File: src/rtl/req_seq_pkg.sv
// req_seq_pkg: shared state encoding and default parameters for the request sequencer.
package req_seq_pkg;
  typedef enum logic [1:0] {IDLE, REQ, WAIT, GAP} req_seq_state_t;
  localparam int DEF_DATA_W = 8;
  localparam int DEF_DEPTH = 4;
  localparam int DEF_TIMEOUT = 8;
  localparam int DEF_MAX_RETRY = 2;
endpackage

File: src/rtl/req_fifo.sv
// req_fifo: synchronous FIFO with occupancy count; head is the oldest entry.
module req_fifo
  import req_seq_pkg::*;
#(
  parameter int DATA_W = DEF_DATA_W,
  parameter int DEPTH = DEF_DEPTH,
  localparam int AW = $clog2(DEPTH)
) (
  input  logic              clk,
  input  logic              rst_n,
  input  logic              push,
  input  logic              pop,
  input  logic [DATA_W-1:0] data,
  output logic              full,
  output logic              empty,
  output logic [AW:0]       count,
  output logic [DATA_W-1:0] head
);
  logic [DATA_W-1:0] mem [DEPTH];
  logic [AW-1:0] wr_ptr, rd_ptr;
  assign full = count == (AW+1)'(DEPTH);
  assign empty = count == '0;
  assign head = mem[rd_ptr];
  always_ff @(posedge clk or negedge rst_n)
    if (!rst_n) begin
      wr_ptr <= '0;
      rd_ptr <= '0;
      count <= '0;
    end else begin
      if (push) wr_ptr <= wr_ptr + AW'(1);
      if (pop) rd_ptr <= rd_ptr + AW'(1);
      count <= count + (AW+1)'(push) - (AW+1)'(pop);
    end
  always_ff @(posedge clk)
    if (push) mem[wr_ptr] <= data;
endmodule

File: src/rtl/req_sequencer.sv
// req_sequencer: buffers jobs and issues one req pulse per job, retiring on gnt
// or retrying/dropping after a bounded wait.
module req_sequencer
  import req_seq_pkg::*;
#(
  parameter int DATA_W = DEF_DATA_W,
  parameter int DEPTH = DEF_DEPTH,
  parameter int TIMEOUT = DEF_TIMEOUT,
  parameter int MAX_RETRY = DEF_MAX_RETRY
) (
  input  logic                   clk,
  input  logic                   rst_n,
  input  logic                   in_valid,
  input  logic [DATA_W-1:0]      in_data,
  output logic                   in_ready,
  output logic                   req,
  input  logic                   gnt,
  output logic                   out_valid,
  output logic [DATA_W-1:0]      out_data,
  output logic                   drop_err,
  output logic                   spurious_gnt,
  output logic [$clog2(DEPTH):0] pending
);
  localparam int TW = $clog2(TIMEOUT);
  localparam int RW = $clog2(MAX_RETRY + 2);
  req_seq_state_t state, nxt;
  logic [TW-1:0] wcnt;
  logic [RW-1:0] retry;
  logic [DATA_W-1:0] head;
  logic push, pop, full, empty, avail, grant, expire, drop;
  assign push = in_valid && in_ready;
  assign in_ready = !full;
  // a push in this cycle counts as work so an idle FSM issues req the next cycle
  assign avail = !empty || push;
  req_fifo #(.DATA_W(DATA_W), .DEPTH(DEPTH)) u_fifo (
    .clk(clk),
    .rst_n(rst_n),
    .push(push),
    .pop(pop),
    .data(in_data),
    .full(full),
    .empty(empty),
    .count(pending),
    .head(head)
  );
  always_comb begin
    grant = state == WAIT && gnt;
    expire = state == WAIT && !gnt && wcnt == TW'(TIMEOUT - 1);
    drop = expire && retry >= RW'(MAX_RETRY);
    pop = grant || drop;
    nxt = state == IDLE ? (avail ? REQ : IDLE) :
          state == REQ  ? WAIT :
          state == WAIT ? ((grant || expire) ? GAP : WAIT) :
                          (avail ? REQ : IDLE);
  end
  always_ff @(posedge clk or negedge rst_n)
    if (!rst_n) begin
      state <= IDLE;
      wcnt <= '0;
      retry <= '0;
      req <= 1'b0;
      out_valid <= 1'b0;
      out_data <= '0;
      drop_err <= 1'b0;
      spurious_gnt <= 1'b0;
    end else begin
      state <= nxt;
      wcnt <= state == WAIT ? wcnt + TW'(1) : '0;
      retry <= pop ? '0 : expire ? retry + RW'(1) : retry;
      req <= nxt == REQ;
      out_valid <= grant;
      if (grant) out_data <= head;
      drop_err <= drop;
      spurious_gnt <= gnt && state != WAIT;
    end
endmodule

File: config.mk
export PLATFORM = sky130hd
export DESIGN_NAME = req_sequencer
export DESIGN_NICKNAME = d
export VERILOG_FILES = /design/src/rtl/req_seq_pkg.sv /design/src/rtl/req_fifo.sv /design/src/rtl/req_sequencer.sv
export SDC_FILE = /design/constraint.sdc
export NUM_CORES = 1
export LEC_CHECK = 0
export BUFFER_PORTS_ARGS = -buffer_cell sky130_fd_sc_hd__buf_2
export CORE_ASPECT_RATIO = 1.4
export CORE_MARGIN = 2
export CORE_UTILIZATION = 55
export CTS_BUF_LIST = sky130_fd_sc_hd__clkbuf_4
export CTS_CLUSTER_SIZE = 24
export DETAILED_ROUTE_END_ITERATION = 6
export PLACE_DENSITY = 0.76
export SKIP_CTS_REPAIR_TIMING = 1
export SYNTH_ARGS = -nofsm -noshare
export SYNTH_HDL_FRONTEND = slang
export SYNTH_SLANG_ARGS = --single-unit
File: constraint.sdc
create_clock -name clk -period 5.5 [get_ports clk]
set_input_delay 1.1 -clock clk [delete_from_list [all_inputs] [get_ports clk]]
set_output_delay 1.1 -clock clk [all_outputs]
set_load 0.005 [all_outputs]
# Yosys cells after proc, flatten, opt, wreduce, memory -nomap -nowiden
# Memory sizes are Yosys's and may differ from the RTL's. A register that Yosys moved wholly into a read port is not among the register bits.
# Cells that the tools add are included.
# word_totals
n_memories	1
input_bits	12
wordCells	50
reg_bits	18
ramBits	32
# op_classes
eq_ne	6
mux	10
n_addsub	6
n_reduce_logical	16
n_lt_le_gt_ge	1
# mem_list
name	depth	word_bits	rd	rd_clocked_by_memory_dff	write_ports	line	text
u_fifo.mem	4	8	1	1	1	req_fifo.sv:19	logic [DATA_W-1:0] mem [DEPTH];
# op_table
cell	n
2-to-1 mux 2 bit	5
adder 2 x 1 -> 2 bit, second input constant	3
equality test 3 bit, second input constant	2
logical AND 1 bit	6
equality test 2 x 1 -> 1 bit, second input constant	2
zero test 1 bit	4
2-to-1 mux 1 bit	4
adder 3 x 1 -> 3 bit	1
adder 3 x 1 -> 3 bit, second input constant	1
zero test 3 bit	1
logical OR 1 bit	3
2-to-1 mux 3 bit	1
subtractor 3 x 1 -> 3 bit	1
equality test 2 bit, second input constant	1
>= comparator 2 bit, second input constant	1
zero test 2 bit	1
!= test 2 bit, second input constant	1
nonzero test 2 bit	1

# Depth between registers and ports, before layout
# logic_depth
word_depth	9
mapped_depth	11
ltp_nobuf	10

# Cells and area by module
# Synthesis repeated with hierarchy kept, for this count alone.
# hier_totals
cells_unflattened	140
area_unflattened_um2	2354.8
# by_module_without_submodules
module	n_inst	area_per_inst_um2	cells_per_inst	seq_area_each_um2
req_fifo	1	1542.7	76	1136.1
req_sequencer	1	812.0	64	475.5

# Worst setup path after synthesis
# No wires, ideal clock.
# synth_timing
path_type	in2reg
start	in gnt
end	reg u_fifo.count[2]
arrival_ns	2.533
slack_ns	2.844
path_stages	9
cell_sequence	nand2_1 buf_2 nand2_1 ha_1 inv_1 ha_1 fa_1 xnor2_1 xnor2_1
# synth_between
elab_chain_cells	6
word_cells_on_any_way	7
# synth_rtl
item	line	text
from (decl)	req_sequencer.sv:17	input logic gnt,
zero test 1 bit	req_sequencer.sv:48	expire = state == WAIT && !gnt && wcnt == TW'(TIMEOUT - 1);
logical AND 1 bit (2 in a row)	req_sequencer.sv:48	
logical AND 1 bit	req_sequencer.sv:49	drop = expire && retry >= RW'(MAX_RETRY);
logical OR 1 bit *	req_sequencer.sv:50	pop = grant || drop;
subtractor 3 x 1 -> 3 bit *	req_fifo.sv:32	count <= count + (AW+1)'(push) - (AW+1)'(pop);
to (signal assigned)	req_fifo.sv:32	
to (decl)	req_fifo.sv:16	output logic [AW:0] count,
# Every way passes the cells marked *; elsewhere a longest branch is shown, timed or not.
# A chain may end at the register's enable or synchronous reset.

# Final worst setup path
# Ends and elaborated chain as after synthesis.

==> parameters.txt <==
Parameter                              Value

Run status
  Result of the run    complete, no violations

Hold path
  Beginning of the worst hold path    wcnt[0]
  Hold WC Path Type    reg2reg

Routing
  Via-to-Cell Ratio    5.61
  Via count of the routed design    1340
  Post-DR wirelength/cell    16.3 um
  Final routed wirelength across all metal layers    3.90 mm
  Post-route DRC    0
  First-pass detailed-route iteration total    4
  DR iter-0 viols    56
  Final antenna-violating net count    0

Yosys
  Number of instances in the synthesized netlist    156
  Synthesized netlist net count    181
  Warnings from Yosys    0
  Share of synthesized area occupied by flip-flops and latches    68.1%
  Unique cell type count in the Yosys netlist    29
  Synthesized area divided by synthesized cell count    15.2 sq um
  Register bit count reported by yosys    58
  Fraction of registers with async set or reset after synthesis    44.8%
  Number of enable flip-flop cells after synthesis    32
  Main synth FF type    sky130_fd_sc_hd__edfxtp_1
  Cell Area, Synth    0.00237 sq mm

Place
  # port buffers    27
  Weighted congestion at the end of routability-driven global placement    0.736
  Cell area reported after detailed placement    0.00252 sq mm
  Detailed placement HPWL    2.59 mm

Final layout
  Fraction of layout instances using a drive strength above 1    24.7%
  Relative area change from synthesis to final layout    13.3%
  Post-route cell area    0.00268 sq mm
  Commonest cells after routing, fill and taps aside    32 x sky130_fd_sc_hd__edfxtp_1, 27 x sky130_fd_sc_hd__buf_2, 26 x sky130_fd_sc_hd__dfrtp_1, 16 x sky130_fd_sc_hd__mux2i_1, 14 x sky130_fd_sc_hd__nand2_1
  Commonest non-fill, non-tap cell in the layout    sky130_fd_sc_hd__edfxtp_1
  Diodes inserted    0
  Number of nets in the layout    214

GRT
  First-pass GRT wire length    6.39 mm
  Pin count of the biggest net entering global routing    27
  Global router's overall resource usage    18.7%
  Vias in the first global route    1388
  GR Overflow Total    0
  Antenna violations before repair    0

Clocking
  Root cell of the clock tree    sky130_fd_sc_hd__clkbuf_4
  Clock edge transition at the registers on the reported setup and hold paths    0.10 ns
  Clock tree from TritonCTS    yes
  Sink count of the clock tree    58
  Deepest level of the CTS H-tree    3
  Maximum root-to-sink buffer count    2
  TritonCTS Buffers    9
  Latest clock arrival within the worst-skew pair    0.40 ns

STA
  Final hold violation count    0
  Worst slew slack as a fraction of its limit    40.6%
  Transition at the pin with the smallest max-transition slack    0.891 ns
  Final worst path period share    47.4%
  Maximum operating frequency    383 MHz
  Max-slew violation total from the final report    0
  Final setup fails    0
  Clk_skew    0.0182 ns
  Setup_tns    0 ns
  Period minus WS final    2.61 ns
  RSZ-0062 raised after global routing    no

Floorplanning
  Die W    59.4 um
  IO Count    28
  Effective utilization at floorplan    56.8%
  Core area    0.00417 sq mm
  Total die area    0.00485 sq mm
  Std cell rows    28
  Die Span Y    81.6 um

Setup path
  CP Class    in2reg
  Arrival time reported for the critical path endpoint    2.92 ns
  Start of the worst register-to-register path    state[0]
  Worst endpoint required time    5.82 ns
  Worst Setup End Kind    flop
  Worst-path maximum fanout    12
  Sort of element at the start of the critical path    input port
  Worst setup path startpoint    gnt

Run
  Number of max-cap violations    0

Power and ir drop
  Clock power share    24.9%
  Sw Pwr    0.436 mW
  Share of power burned in combinational logic    26.1%
  Switching fraction of total power    31.6%
  Power, Total    1.38 mW
  Power density normalized to cell area    514 mW/mm^2
  Portion of total power attributed to sequential cells    49.0%
  Worst voltage drop across the vdd grid    0.000261 V
  Leakage power    1.20 nW
  Internal power    0.944 mW
-- flip-flops by register name, indices dropped and copies added (netlist names) --
name and cells:
u_fifo.mem 32, out_data 8, u_fifo.count 3, wcnt 3, retry 2, state 2
u_fifo.rd_ptr 2, u_fifo.wr_ptr 2, drop_err 1, out_valid 1, req 1, spurious_gnt 1
-- power by group through the flow --
stage,Clock (mW),Sequential [mW],Combinational [mW]
floorplan,0,0.648,0.281
global placement,0,0.678,0.339
detailed placement,0,0.685,0.367
CTS,0.350,0.677,0.367
global route,0.369,0.691,0.410
finish,0.344,0.676,0.360
-- through the flow --
step           setup WS [ns]  hold WS, ns  util [%]  cells
6_report                2.89        0.440      64.3    239
5_1_grt                 2.72        0.470      64.3    239
2_1_floorplan           2.84        0.409         -    156
3_3_place_gp            2.54        0.424      60.5    223
3_5_place_dp            2.46        0.433      60.5    223
4_1_cts                 2.89        0.447      64.3    239
-- worst paths after layout --
check                                       end  slack, ns  cells past startpoint
worst max-delay path            u_fifo.count[2]       2.89                      9
worst min-delay path                    wcnt[0]       0.44                      1
worst max register to register  u_fifo.count[2]       2.93                     10
worst min register to register          wcnt[0]       0.44                      1
max in group asynchronous           out_data[2]       4.43                      1
min in group asynchronous           out_data[4]       0.67                      1
-- routing by layer --
layer,track usage [%],wire length (um),vias up
met1,19.6,1530,656
met4,8.41,65,0
met2,32.4,2090,46
li1,-,-,631
met3,7.24,209,7
met5,0,0,-
-- synth_stat cells (all sizes together), types with 3 or more instances --
cell type	count	area (sq um)
edfxtp	32	961
dfrtp	26	651
mux2i	16	160
nand2	14	52.6
ha	12	150
inv	10	37.5
o221ai	8	70.1
and2	6	37.5
buf	5	36.3
nor2	5	18.8
xnor2	3	26.3
-- cell type report --
cell class / instances / area [sq um]
flip-flops and latches: 58 / 1610
fillers: 316 / 1490
multi-input cells: 83 / 682
repair buffers: 27 / 135
clock inverters: 7 / 92.6
clock buffers: 9 / 67.6
well taps: 45 / 56.3
inverters: 10 / 37.5
-- cell families after synthesis --
| logic type | count (synthesis) | share of synthesized area, % |
|---|---|---|
| xor gates and xnor gates | 5 | 1.85 |
| DFF | 58 | 68.1 |
| buffers and inverters | 15 | 3.12 |
| adders and majority gates | 13 | 7.19 |
| and+or+nand+nor | 32 | 6.92 |
| AOI/OAI and AO/OA | 16 | 5.60 |
| muxes | 17 | 7.24 |
-- critical path: stages --
cell                      delay [ns]
sky130_fd_sc_hd__buf_2          0.13
sky130_fd_sc_hd__nand2_1        0.31
sky130_fd_sc_hd__nand2_1        0.17
sky130_fd_sc_hd__ha_1           0.30
sky130_fd_sc_hd__inv_1          0.04
sky130_fd_sc_hd__ha_1           0.18
sky130_fd_sc_hd__fa_1           0.37
sky130_fd_sc_hd__xnor2_1        0.18
sky130_fd_sc_hd__xnor2_1        0.14
Power figures use the tool's default switching activity.
